`config.mk`:
```
export PLATFORM = sky130hd
export DESIGN_NAME = spi_slave_regfile
export DESIGN_NICKNAME = d
export VERILOG_FILES = /design/src/rtl/spi_slave_regfile.sv
export SDC_FILE = /design/constraint.sdc
export NUM_CORES = 1
export LEC_CHECK = 0
export ABC_AREA = 1
export BUFFER_PORTS_ARGS = -buffer_cell sky130_fd_sc_hd__buf_2
export CAP_MARGIN = 20
export CORE_UTILIZATION = 30
export CTS_CLUSTER_SIZE = 28
export DETAILED_ROUTE_END_ITERATION = 6
export SLEW_MARGIN = 20
export SYNTH_ARGS = -nofsm -noshare
export SYNTH_HDL_FRONTEND = slang
export SYNTH_SLANG_ARGS = --single-unit
```
`constraint.sdc`:
```
create_clock -name CLK -period 2.81 [get_ports CLK]
set_input_delay 0.562 -clock CLK [delete_from_list [all_inputs] [get_ports CLK]]
set_output_delay 0.562 -clock CLK [all_outputs]
set_load 0.03 [all_outputs]
```
`src/rtl/spi_slave_regfile.sv`:
```
// SPI mode-0 responder oversampled in CLK: 16-bit frames {rw, addr[6:0], data[7:0]} access a bank of 8-bit registers.
// Pin-to-detect latency is 3 CLK cycles; there is no backpressure, and the SPI master paces every transfer.
module spi_slave_regfile #(
  parameter int         NREG    = 16,
  parameter logic [7:0] RST_VAL = 8'h00
) (
  input  logic              CLK,
  input  logic              rst_n,
  input  logic              spi_sck,
  input  logic              spi_cs,
  input  logic              spi_mosi,
  output logic              spi_miso,
  output logic              spi_miso_oe,
  output logic [8*NREG-1:0] reg_flat,
  output logic              wr_valid,
  output logic [6:0]        wr_addr,
  output logic [7:0]        wr_data,
  output logic              frame_err
);

  typedef enum logic [1:0] {IDLE, CMD, DATA, DONE} state_t;

  state_t      state_q, state_d;
  logic [2:0]  sck_q, sck_d, cs_q, cs_d;
  logic [1:0]  mosi_q, mosi_d;
  logic [4:0]  cnt_q, cnt_d;
  logic [7:0]  sh_q, sh_d, rd_sh_q, rd_sh_d;
  logic        rw_q, rw_d;
  logic [6:0]  addr_q, addr_d;
  logic        miso_q, miso_d, oe_q, oe_d;
  logic        wr_valid_q, wr_valid_d, frame_err_q, frame_err_d;
  logic [6:0]  wr_addr_q, wr_addr_d;
  logic [7:0]  wr_data_q, wr_data_d;
  logic [7:0]  regs_q [NREG];
  logic [7:0]  regs_d [NREG];
  logic        sck_rise, sck_fall, cs_rise, cs_fall;
  logic [7:0]  shifted, rd_val;

  // Edge detect on the second synchroniser stage against the third delay flop.
  assign sck_rise = sck_q[1] & ~sck_q[2];
  assign sck_fall = ~sck_q[1] & sck_q[2];
  assign cs_rise  = cs_q[1] & ~cs_q[2];
  assign cs_fall  = ~cs_q[1] & cs_q[2];
  assign shifted  = {sh_q[6:0], mosi_q[1]};

  always_ff @(posedge CLK or negedge rst_n) begin
    if (!rst_n) state_q <= IDLE;
    else        state_q <= state_d;
  end

  always_comb begin
    state_d = state_q;
    if (cs_rise) begin
      state_d = IDLE;
    end else begin
      case (state_q)
        IDLE:    if (cs_fall) state_d = CMD;
        CMD:     if (sck_rise && cnt_q == 5'd7) state_d = DATA;
        DATA:    if (sck_rise && cnt_q == 5'd15) state_d = DONE;
        default: state_d = state_q;
      endcase
    end
  end

  always_comb begin
    rd_val = 8'h00;
    for (int k = 0; k < NREG; k++) begin
      if (shifted[6:0] == 7'(k)) rd_val = regs_q[k];
    end
  end

  always_comb begin
    sck_d       = {sck_q[1:0], spi_sck};
    cs_d        = {cs_q[1:0], spi_cs};
    mosi_d      = {mosi_q[0], spi_mosi};
    cnt_d       = cnt_q;
    sh_d        = sh_q;
    rd_sh_d     = rd_sh_q;
    rw_d        = rw_q;
    addr_d      = addr_q;
    miso_d      = miso_q;
    oe_d        = oe_q;
    regs_d      = regs_q;
    wr_valid_d  = 1'b0;
    wr_addr_d   = wr_addr_q;
    wr_data_d   = wr_data_q;
    frame_err_d = 1'b0;
    // CS rise wins over any SCK edge seen in the same cycle.
    if (cs_rise) begin
      frame_err_d = (cnt_q != 5'd0) && (cnt_q != 5'd16);
      cnt_d       = 5'd0;
      miso_d      = 1'b0;
      oe_d        = 1'b0;
    end else if (state_q == IDLE) begin
      cnt_d = 5'd0;
    end else begin
      if (sck_rise) begin
        if (cnt_q != 5'd17) cnt_d = cnt_q + 5'd1;
        if (state_q == CMD || state_q == DATA) sh_d = shifted;
        if (state_q == CMD && cnt_q == 5'd7) begin
          rw_d    = shifted[7];
          addr_d  = shifted[6:0];
          rd_sh_d = rd_val;
        end
        if (state_q == DATA && cnt_q == 5'd15) begin
          miso_d = 1'b0;
          if (rw_q) begin
            wr_valid_d = 1'b1;
            wr_addr_d  = addr_q;
            wr_data_d  = shifted;
            for (int k = 0; k < NREG; k++) begin
              if (addr_q == 7'(k)) regs_d[k] = shifted;
            end
          end
        end
      end
      if (sck_fall && state_q == DATA && !rw_q) begin
        miso_d  = rd_sh_q[7];
        rd_sh_d = {rd_sh_q[6:0], 1'b0};
        oe_d    = 1'b1;
      end
    end
  end

  always_ff @(posedge CLK or negedge rst_n) begin
    if (!rst_n) begin
      sck_q       <= 3'b000;
      cs_q        <= 3'b111;
      mosi_q      <= 2'b00;
      cnt_q       <= 5'd0;
      sh_q        <= 8'h00;
      rd_sh_q     <= 8'h00;
      rw_q        <= 1'b0;
      addr_q      <= 7'd0;
      miso_q      <= 1'b0;
      oe_q        <= 1'b0;
      wr_valid_q  <= 1'b0;
      wr_addr_q   <= 7'd0;
      wr_data_q   <= 8'h00;
      frame_err_q <= 1'b0;
      for (int k = 0; k < NREG; k++) regs_q[k] <= RST_VAL;
    end else begin
      sck_q       <= sck_d;
      cs_q        <= cs_d;
      mosi_q      <= mosi_d;
      cnt_q       <= cnt_d;
      sh_q        <= sh_d;
      rd_sh_q     <= rd_sh_d;
      rw_q        <= rw_d;
      addr_q      <= addr_d;
      miso_q      <= miso_d;
      oe_q        <= oe_d;
      wr_valid_q  <= wr_valid_d;
      wr_addr_q   <= wr_addr_d;
      wr_data_q   <= wr_data_d;
      frame_err_q <= frame_err_d;
      regs_q      <= regs_d;
    end
  end

  for (genvar g = 0; g < NREG; g++) begin : g_flat
    assign reg_flat[8*g +: 8] = regs_q[g];
  end

  assign spi_miso    = miso_q & oe_q;
  assign spi_miso_oe = oe_q;
  assign wr_valid    = wr_valid_q;
  assign wr_addr     = wr_addr_q;
  assign wr_data     = wr_data_q;
  assign frame_err   = frame_err_q;

endmodule
```
==> impl_metrics.tcl <==
set metrics [dict create \
    slew_viol_final 0 \
    finalHoldViolCount 0 \
    netlist_top_cells_area "dfrtp_1, nand2_1, o21ai_0, inv_1, nor2_1" \
    synth.top_cell.area_share 0.5456 \
    ir_drop_uv 315.3 \
    routabilityCongestion 0.8493 \
    synth-seq-cells 185 \
    syn_inst 993 \
    final_cell_mix "nand2_1, dfrtp_1, buf_2, o21ai_0, inv_1" \
    required_ns 3.13 \
    grt_pass1_vias 6754 \
    fin_tns_setup_ns 0 \
    globalRoute.totalOverflow 0 \
    synth_warnings 0 \
    drtPass1Iterations 5 \
    hold_class "in2async" \
    worst_pin_slew_ns 0.9536 \
    finClkSkew_ns 0.01109 \
    viasPerCell 4.756 \
    io_pins 152 \
    clkTransAtPathRegs_ns 0.07 \
    die_w_um 168.8 \
    drive_gt1_frac 0.2088 \
    critPathLaunchType "flop" \
    finish.net_count 1157 \
    fmax_ghz 0.4081 \
    place_hpwl_mm 19.06 \
    cts_sinks 185 \
    drt_iter0_markers 586 \
    cp-end-kind "flop" \
    syn-num-nets 1007 \
    power.density_nw_per_um2 657.3 \
    start_util 0.3080 \
    stdcell_count 1526 \
    clk_latency_ns 0.43 \
    io_buffers 151 \
    fin_crit_sh 0.8721 \
    crit_type "reg2reg" \
    syn_area_per_cell_sq_um 8.406 \
    grt_max_degree 67 \
    outcome "complete, no violations" \
    track_usage 0.1903 \
    cts_tree "yes" \
    ant_nets 0 \
    die_y_um 168.8 \
    n_antenna_cell 0 \
    dieArea_sq_um 28490 \
    nFillCells 2785 \
    core_sq_um 27100 \
    grt_pass1_wl_mm 40.74 \
    cts_buffer_depth 2 \
    max_cap_viol_count 0 \
    rsz0062_at_grt "false" \
    cts_buffers 17 \
    finalCriticalPeriod_ns 2.451 \
    layout_commonest_cell "nand2_1" \
    wl_per_cell_um 17.33 \
    relSlewSlack 0.3636 \
    root_buffer "clkbuf_16" \
    yosysTopAreaCell "dfrtp_1" \
    dpl.cell_count 1492 \
    cp_max_fo 23 \
    synth_area_sq_um 8347 \
    cts_hold_buf 0 \
    setup_violations 0 \
    drc_errors 0 \
    ys_seq_area_frac 0.5551 \
    wl_mm 26.45 \
    row_count 60 \
    p_leak_uw 0.005099 \
    area_growth_pct 21.93 \
    cp_data_arrival_time_ns 2.77 \
    vias 7258 \
    ctsHtreeMaxLevel 4 \
    ys_types 35 \
    antenna_found_initial 0 \
]
[path summary, 6_finish.rpt]
kind / start / endpoint / cells after the start / slack (ns)
worst max-delay path: sh_q[0] / rd_sh_q[2] / 16 / 0.36
worst min-delay path: rst_n / sck_q[0] / 1 / 0.03
worst max register to register: sh_q[0] / rd_sh_q[2] / 16 / 0.36
worst min register to register: sck_q[0] / sck_q[1] / 0 / 0.36
max in group asynchronous: rst_n / rd_sh_q[1] / 2 / 2.05
min in group CLK: spi_cs / cs_q[0] / 1 / 0.24
[cells in the mapped netlist]
| library cell | n |
|---|---|
| nand2_1 | 318 |
| dfrtp_1 | 182 |
| o21ai_0 | 135 |
| inv_1 | 76 |
| nor2_1 | 69 |
| nand3_1 | 46 |
| clkbuf_1 | 25 |
| a21oi_1 | 23 |
| nand4_1 | 18 |
| o21ai_2 | 16 |
| buf_2 | 13 |
| nor3_1 | 13 |
| ha_1 | 9 |
| nor2_2 | 7 |
| o21ai_1 | 6 |
| a31oi_1 | 5 |
| buf_6 | 4 |
| dfstp_2 | 3 |
| nand2_2 | 3 |
| or2_2 | 3 |
| and3_1 | 2 |
| nor4_2 | 2 |
| nor4_4 | 2 |
| o31ai_1 | 2 |
| a22oi_1 | 1 |
| and2_1 | 1 |
| buf_1 | 1 |
| inv_2 | 1 |
| nand2_4 | 1 |
| nor2_4 | 1 |
| nor4_1 | 1 |
| o2111ai_1 | 1 |
| o22ai_1 | 1 |
| or2_0 | 1 |
| or3_4 | 1 |
[metal layers]
metal	GRT usage	part of all wire	vias up	wire, um
met2	0.2957	0.45	263	12030
li1	-	-	3535	-
met5	0	0	-	0
met3	0.04068	0.067	20	1776
met4	0.04150	0.011	0	286
met1	0.2712	0.47	3440	12350
[flip-flops by register name, indices dropped and copies added (netlist names)]
name         cells
miso_q           1
frame_err        1
sck_q            3
rw_q             1
cnt_q            5
cs_q             3
sh_q             7
mosi_q           2
spi_miso_oe      1
reg_flat       128
wr_data          8
rd_sh_q          8
wr_addr          7
wr_valid         1
addr_q           7
state_q          2
[worst max-delay path, cell delays in order, from the launching register on]
cell and delay, ns:
dfrtp_1 0.39, inv_1 0.07, buf_4 0.25, nand2_1 0.10, nor2_1 0.11, nand3_1 0.10, nand2_1 0.07, nor2_1 0.13
nand3_1 0.11, nand2_1 0.09, nand4_1 0.10, nor2_1 0.22, nand4_1 0.17, nor2_1 0.17, nand3_1 0.12, nand2_1 0.08
nand2_1 0.05
[report_power, final]
part	switching [uW]	internal, uW
combinational	983	304
sequential	84.6	2770
clock	1020	1530
total	2090	4600
[logic make-up (layout without fill, tap and decap cells)]
logic type      count (synthesis)  after routing  share of synthesized area
fa+ha+maj                       9              9                    0.01349
simple gates                  489            489                     0.2485
compound gates                190            190                     0.1234
flops                         185            185                     0.5551
buf+inv                       120            281                    0.05951
[cell type report]
cell class	count	area, sq um	share of cell area
inverters	77	292.8	0.02877
multi-input cells	688	3217	0.3161
clock inverters	7	141.4	0.01389
flip-flops and latches	185	4633	0.4552
repair buffers	174	959.7	0.09430
clock buffers	23	467.9	0.04598
well taps	372	465.4	0.04573
[metrics by stage]
step | utilization | hold WS [ns] | instance area (sq um) | setup slack [ns] | power (uW)
6_report | 0.3755 | 0.03319 | 10180 | 0.3594 | 6689
5_1_grt | 0.3755 | 0.05276 | 10180 | 0.09680 | 6975
4_1_cts | 0.3743 | 0.04121 | 10140 | 0.2238 | 6714
3_5_place_dp | 0.3518 | 0.3418 | 9534 | 0.2773 | 4175
3_3_place_gp | 0.3518 | 0.3515 | 9534 | 0.2691 | 4156
2_1_floorplan | - | 0.2664 | 8347 | 0.6567 | 3657
[timing repair]
| item | CTS | global route |
|---|---|---|
| endpoints found under the setup margin | 0 | 1 |
| buffers inserted | 0 | 4 |
| gates resized for setup | 0 | 1 |
(Power assumes the default switching activity.)
